[src/rtl/access_ctrl_fsm.sv]
// Access-control sequencer: collects a user ID and then a password from keypad codes and drives
// the LCD message select, door and alarm. Define MASK_DIGITS_EN to show password digits as '*'.
module access_ctrl_fsm #(
    parameter int unsigned NUM_DIGITS  = 4,
    parameter logic [15:0] USER_ID     = 16'h1234,
    parameter logic [15:0] PASSWORD    = 16'h4321,
    parameter int unsigned MAX_TRIES   = 3,
    parameter int unsigned OPEN_CYCLES = 250_000_000,
    parameter int unsigned LOCK_CYCLES = 500_000_000,
    parameter int unsigned CHG_HOLD    = 1_700_000
) (
    input  logic       clk,
    input  logic       reset,
    input  logic       key_valid,
    input  logic [3:0] key_code,
    output logic [1:0] sel_msg,
    output logic       message_change,
    output logic       ready_o,
    output logic [7:0] digit_o,
    output logic       door_open,
    output logic       alarm,
    output logic [1:0] tries_o
);

    localparam logic [1:0] S_USER     = 2'b00;
    localparam logic [1:0] S_PASS     = 2'b01;
    localparam logic [1:0] S_OPEN     = 2'b10;
    localparam logic [1:0] S_INTRUDER = 2'b11;

    localparam logic [3:0] KEY_CLEAR = 4'd10;
    localparam logic [3:0] KEY_ENTER = 4'd11;
    localparam logic [7:0] NO_KEY    = 8'd15;

    localparam int unsigned MAX_TIME = (OPEN_CYCLES > LOCK_CYCLES) ? OPEN_CYCLES : LOCK_CYCLES;
    localparam int unsigned TW       = (MAX_TIME > 1) ? $clog2(MAX_TIME) : 1;
    localparam int unsigned HW       = (CHG_HOLD > 0) ? $clog2(CHG_HOLD + 1) : 1;

    localparam logic [15:0] CMP_MASK = 16'hFFFF >> (16 - 4 * NUM_DIGITS);
    localparam logic [2:0]  CNT_FULL = 3'(NUM_DIGITS);
    localparam logic [1:0]  TRY_MAX  = 2'(MAX_TRIES);
    localparam logic [TW-1:0] OPEN_LAST = TW'(OPEN_CYCLES - 1);
    localparam logic [TW-1:0] LOCK_LAST = TW'(LOCK_CYCLES - 1);
    localparam logic [HW-1:0] HOLD_LOAD = HW'(CHG_HOLD);

    logic [1:0]    r_state;
    logic [15:0]   r_buf;
    logic [2:0]    r_cnt;
    logic [1:0]    r_tries;
    logic [TW-1:0] r_timer;
    logic [HW-1:0] r_hold;
    logic [7:0]    r_digit;
    logic          r_ready;

    logic [1:0]    w_state_n;
    logic [15:0]   w_buf_n;
    logic [2:0]    w_cnt_n;
    logic [1:0]    w_tries_n;
    logic [7:0]    w_digit_n;
    logic          w_enter;
    logic          w_is_digit;
    logic          w_full;
    logic          w_expired;
    logic          w_user_ok;
    logic          w_pass_ok;

    assign w_is_digit = (key_code <= 4'd9);
    assign w_full     = (r_cnt == CNT_FULL);
    assign w_user_ok  = ((r_buf & CMP_MASK) == (USER_ID & CMP_MASK));
    assign w_pass_ok  = ((r_buf & CMP_MASK) == (PASSWORD & CMP_MASK));
    assign w_expired  = ((r_state == S_OPEN) && (r_timer == OPEN_LAST)) ||
                        ((r_state == S_INTRUDER) && (r_timer == LOCK_LAST));

    always_comb begin
        w_state_n = r_state;
        w_buf_n   = r_buf;
        w_cnt_n   = r_cnt;
        w_tries_n = r_tries;
        w_digit_n = NO_KEY;
        w_enter   = 1'b0;
        case (r_state)
            S_USER, S_PASS: begin
                if (key_valid) begin
                    if (w_is_digit) begin
                        if (!w_full) begin
                            w_buf_n = {r_buf[11:0], key_code};
                            w_cnt_n = r_cnt + 3'd1;
`ifdef MASK_DIGITS_EN
                            // LCD adds 8'h30 and wraps 8'hFA to '*'
                            w_digit_n = (r_state == S_PASS) ? 8'hFA : {4'd0, key_code};
`else
                            w_digit_n = {4'd0, key_code};
`endif
                        end
                    end else if (key_code == KEY_CLEAR) begin
                        w_buf_n = 16'd0;
                        w_cnt_n = 3'd0;
                    end else if ((key_code == KEY_ENTER) && w_full) begin
                        w_buf_n = 16'd0;
                        w_cnt_n = 3'd0;
                        w_enter = 1'b1;
                        if (r_state == S_USER) begin
                            w_state_n = w_user_ok ? S_PASS : S_USER;
                        end else if (w_pass_ok) begin
                            w_state_n = S_OPEN;
                            w_tries_n = 2'd0;
                        end else begin
                            w_tries_n = r_tries + 2'd1;
                            w_state_n = (w_tries_n == TRY_MAX) ? S_INTRUDER : S_USER;
                        end
                    end
                end
            end
            S_OPEN: begin
                if (w_expired) begin
                    w_state_n = S_USER;
                    w_enter   = 1'b1;
                end
            end
            S_INTRUDER: begin
                if (w_expired) begin
                    w_state_n = S_USER;
                    w_tries_n = 2'd0;
                    w_enter   = 1'b1;
                end
            end
            default: begin
                w_state_n = S_USER;
                w_enter   = 1'b1;
            end
        endcase
    end

    always_ff @(posedge clk) begin
        if (!reset) begin
            r_state <= S_USER;
            r_buf   <= 16'd0;
            r_cnt   <= 3'd0;
            r_tries <= 2'd0;
            r_timer <= '0;
            r_hold  <= '0;
            r_digit <= NO_KEY;
            r_ready <= 1'b0;
        end else begin
            r_state <= w_state_n;
            r_buf   <= w_buf_n;
            r_cnt   <= w_cnt_n;
            r_tries <= w_tries_n;
            r_digit <= w_digit_n;
            r_ready <= 1'b1;
            if (w_enter) begin
                r_timer <= '0;
                r_hold  <= HOLD_LOAD;
            end else begin
                if ((r_state == S_OPEN) || (r_state == S_INTRUDER)) begin
                    r_timer <= r_timer + TW'(1);
                end
                if (r_hold != '0) begin
                    r_hold <= r_hold - HW'(1);
                end
            end
        end
    end

    assign sel_msg        = r_state;
    assign message_change = (r_hold != '0);
    assign ready_o        = r_ready;
    assign digit_o        = r_digit;
    assign door_open      = (r_state == S_OPEN);
    assign alarm          = (r_state == S_INTRUDER);
    assign tries_o        = r_tries;

endmodule
[config.mk]
export PLATFORM = sky130hd
export DESIGN_NAME = access_ctrl_fsm
export DESIGN_NICKNAME = d
export VERILOG_FILES = /design/src/rtl/access_ctrl_fsm.sv
export SDC_FILE = /design/constraint.sdc
export NUM_CORES = 1
export LEC_CHECK = 0
export CORE_ASPECT_RATIO = 1.5
export CORE_UTILIZATION = 50
export DETAILED_ROUTE_END_ITERATION = 16
export DONT_BUFFER_PORTS = 1
export GPL_ROUTABILITY_DRIVEN = 1
export PLACE_DENSITY = 0.67
export SYNTH_ARGS = -nofsm -noshare
export SYNTH_HDL_FRONTEND = slang
export SYNTH_SLANG_ARGS = --single-unit
[constraint.sdc]
create_clock -name clk -period 3.3 [get_ports clk]
set_input_delay 0.66 -clock clk [delete_from_list [all_inputs] [get_ports clk]]
set_output_delay 0.66 -clock clk [all_outputs]
set_load 0.005 [all_outputs]
==> run_results.csv <==
group,metric,value,unit
yosys,netlist_instances,399,
cells_and_area,fillers,637,
critical_path,crit_buf_inv,0,
route,vias_per_cell,5.59,
yosys,synth_area,0.00353,mm^2
clock_tree,tritoncts,"done",
timing,post-route-period-util,83.1,%
power,power_frac_seq,40.5,%
cells_and_area,multi_input_area,0.00185,mm^2
power,swShare,30.4,%
critical_path,cp.required,2.64,ns
place,gp_congestion,0.837,
yosys,yosysTopAreaCell,"dfxtp_1",
yosys,yosysMostFrequentCell,"dfxtp_1",
die,start_util,51.5,%
die,die_w,70.6,um
clock_tree,clkTransAtPathRegs,0.08,ns
yosys,yosysWarnings,0,
place,pre_cts_ws,0.819,ns
clock_tree,clockBufferDepth,2,
clock_tree,htreeDepth,3,
global_route,antenna_found_initial,0,
clock_tree,clkLatencyLatePin,0.35,ns
die,die_area,0.00740,mm^2
min_path,whs_path_depth,0,
run_status,violations,"design-rule violations",
critical_path,crit_chain,"or4_4 -> nor4_1 -> nand3_1",
clock_tree,cts_sinks,78,
global_route,grtUsageTotal,19.4,%
power,pwr-share-comb,26.1,%
critical_path,path_max_fanout,5,
power,cellLeakagePower,1.38,nW
timing,slew_headroom,47.7,%
critical_path,r2r.worst_path.cells,6,
timing,drv_slew,0,
critical_path,cp.depth,3,
timing,setup_ws,0.557,ns
critical_path,cp.arrival,2.08,ns
cells_and_area,seqCellArea,0.00156,mm^2
die,core-area,0.00685,mm^2
critical_path,cp_top_family,"simple AND/OR/NAND/NOR gates",
route,route.final.wire_length,6610,um
clock_tree,cts_hold_buf,0,
timing,grt_setup_unrepaired,"false",
clock_tree,cts_buffers,9,
yosys,netlist_top_cells_area,"dfxtp_1 (44%), xor2_1 (7.0%), nor2_1 (6.1%)",
power,p_per_area,739,mW/mm^2
power,clkPwrFrac,33.4,%
yosys,synth_ff_type,"dfxtp_1",
global_route,grt_max_degree,42,
die,die_h,105,um
route,drtAntennaViolNets,0,
clock_tree,postCtsSetupBuffers,0,
timing,post-route-min-period,2.74,ns
timing,setup_viol,0,
critical_path,cp_slowest_stage_delay,0.55,ns
yosys,syn_area_per_cell,8.84,um^2
route,drc,2,
critical_path,cp_slowest_cell,"or4_4",
clock_tree,cts_root_buffer,"clkbuf_8",
yosys,synth_common_cells,"dfxtp_1 (78), nor2_1 (57), nand2_1 (28), xor2_1 (28), xnor2_1 (18)",
timing,hold_violations,0,
cells_and_area,post-route-util,56.0,%
timing,finalClockSkew,0.00767,ns
cells_and_area,final_cell_area,0.00384,mm^2
power,total_power,2.84,mW
cells_and_area,area_delta_synth_final,8.80,%
power,ir_drop,0.000283,V
job,maxCapViolCount,0,
place,dpl_cell_area,0.00357,mm^2
yosys,synth_top_area_share,44.3,%
power,net-switching-power,0.862,mW
cells_and_area,drive_gt1_share,6.48,%
critical_path,reg2reg_slack,0.81,ns
yosys,synth-edff-count,0,
cells_and_area,antennaDiodeCount,0,
run_status,outcome,"finished with violations",
timing,tightest_slew,0.779,ns
die,row_count,37,
clock_tree,post_cts_resized,0,
timing,clock.fmax,365,MHz
critical_path,critPathCaptureType,"primary output",
yosys,async_flop_share,0,%
min_path,hold_path_class,"in -> reg",
cells_and_area,nets,408,
critical_path,crit_type,"reg -> out",
place,io_buffers,0,
route,num_vias,2677,
global_route,grt_pass1_vias,2558,
route,wl_per_cell,13.8,um
yosys,ys_seq_elements,78,
yosys,synth.distinct_cells,45,
place,hpwl,4510,um
global_route,grt_overflow,0,
timing,fin_setup_tns,0,ns
global_route,grt_pass1_wl,11400,um
critical_path,cp-start-kind,"flop",
die,io_pins,23,
route,drt_iter0_markers,98,
power,p_int,1.97,mW
yosys,synth_seq_area_share,44.3,%
route,drt_pass1_iterations,11,
through the flow:
| stage | hold WS [ns] | cells |
|---|---|---|
| CTS | 0.319 | 479 |
| floorplan | 0.437 | 402 |
| global route | 0.311 | 479 |
| finish | 0.332 | 479 |
| detailed placement | 0.461 | 463 |
| global placement | 0.458 | 463 |
power by group through the flow:
stage | clock network, mW | logic [mW] | registers, mW
2_1_floorplan | 0 | 0.637 | 1.15
3_3_place_gp | 0 | 0.725 | 1.16
3_5_place_dp | 0 | 0.741 | 1.17
4_1_cts | 0.967 | 0.747 | 1.15
5_1_grt | 1.00 | 0.842 | 1.16
6_report | 0.948 | 0.740 | 1.15
worst register-to-register path, cell delays in order, from the launching register on:
cell and delay (ns):
dfxtp_1 0.35, or4_4 0.55, or4_4 0.51, a211o_1 0.30
or4_1 0.43, xor2_1 0.15, a21boi_1 0.07
cells in the final DEF, fill, tap and decap left out, types with 2 or more instances in the layout:
| master | n |
|---|---|
| nor4b_1 | 6 |
| inv_1 | 10 |
| nand2b_1 | 3 |
| nand2_1 | 28 |
| mux2i_1 | 4 |
| nand3b_1 | 4 |
| o41ai_1 | 2 |
| or2_2 | 3 |
| a22oi_1 | 13 |
| buf_4 | 3 |
| xor2_1 | 28 |
| a31oi_1 | 2 |
| conb_1 | 4 |
| a21boi_0 | 11 |
| or4_4 | 2 |
| and2_1 | 4 |
| nor3_1 | 5 |
| nand3_1 | 14 |
| ha_1 | 5 |
| clkbuf_8 | 9 |
| or4_1 | 4 |
| o21ai_0 | 3 |
| bufinv_16 | 4 |
| or3_1 | 6 |
| and3_1 | 9 |
| nand4b_1 | 3 |
| nor2_1 | 57 |
| nand4_1 | 12 |
| a211oi_1 | 2 |
| xnor2_1 | 18 |
| dfxtp_1 | 78 |
| nor2b_1 | 17 |
| nor4_1 | 6 |
| a21oi_1 | 6 |
area by class of cell:
| type | instances | area share [%] |
|---|---|---|
| Clock buffer | 9 | 3.23 |
| Clock inverter | 7 | 3.78 |
| Inverter | 10 | 0.978 |
| Multi-Input combinational cell | 294 | 48.2 |
| Sequential cell | 78 | 40.7 |
| Tap cell | 78 | 2.54 |
| Timing Repair Buffer | 3 | 0.587 |
path summary, 6_finish.rpt:
check        startpoint              to
min reg2reg  r_hold[11]      r_hold[11]
min               reset         ready_o
max           r_hold[3]  message_change
max reg2reg   r_hold[3]      r_hold[15]
routing by layer:
layer | up-vias | share of wire [%] | global-route usage [%]
li1 | 1368 | - | -
met1 | 1262 | 45 | 22.1
met2 | 34 | 50 | 33.3
met3 | 13 | 2.7 | 4.15
met4 | 0 | 2.3 | 10.6
met5 | - | 0 | 0
cells by family (layout without fill, tap and decap cells):
family | after synthesis | after routing | share of synthesized area, %
simple gates | 187 | 187 | 28.0
flops | 78 | 78 | 44.3
compound gates | 48 | 48 | 9.65
xor+xnor | 46 | 46 | 11.4
buf+inv | 30 | 29 | 3.62
fa+ha+maj | 5 | 5 | 1.77
mux | 4 | 4 | 1.14
other cells | 1 | 4 | 0.106
state kept, by name (all words and copies together) (netlist names):
signal	flops
digit_o	4
r_buf	16
r_cnt	3
r_hold	21
r_timer	29
ready_o	1
sel_msg	2
tries_o	2
Power figures use the tool's default switching activity.
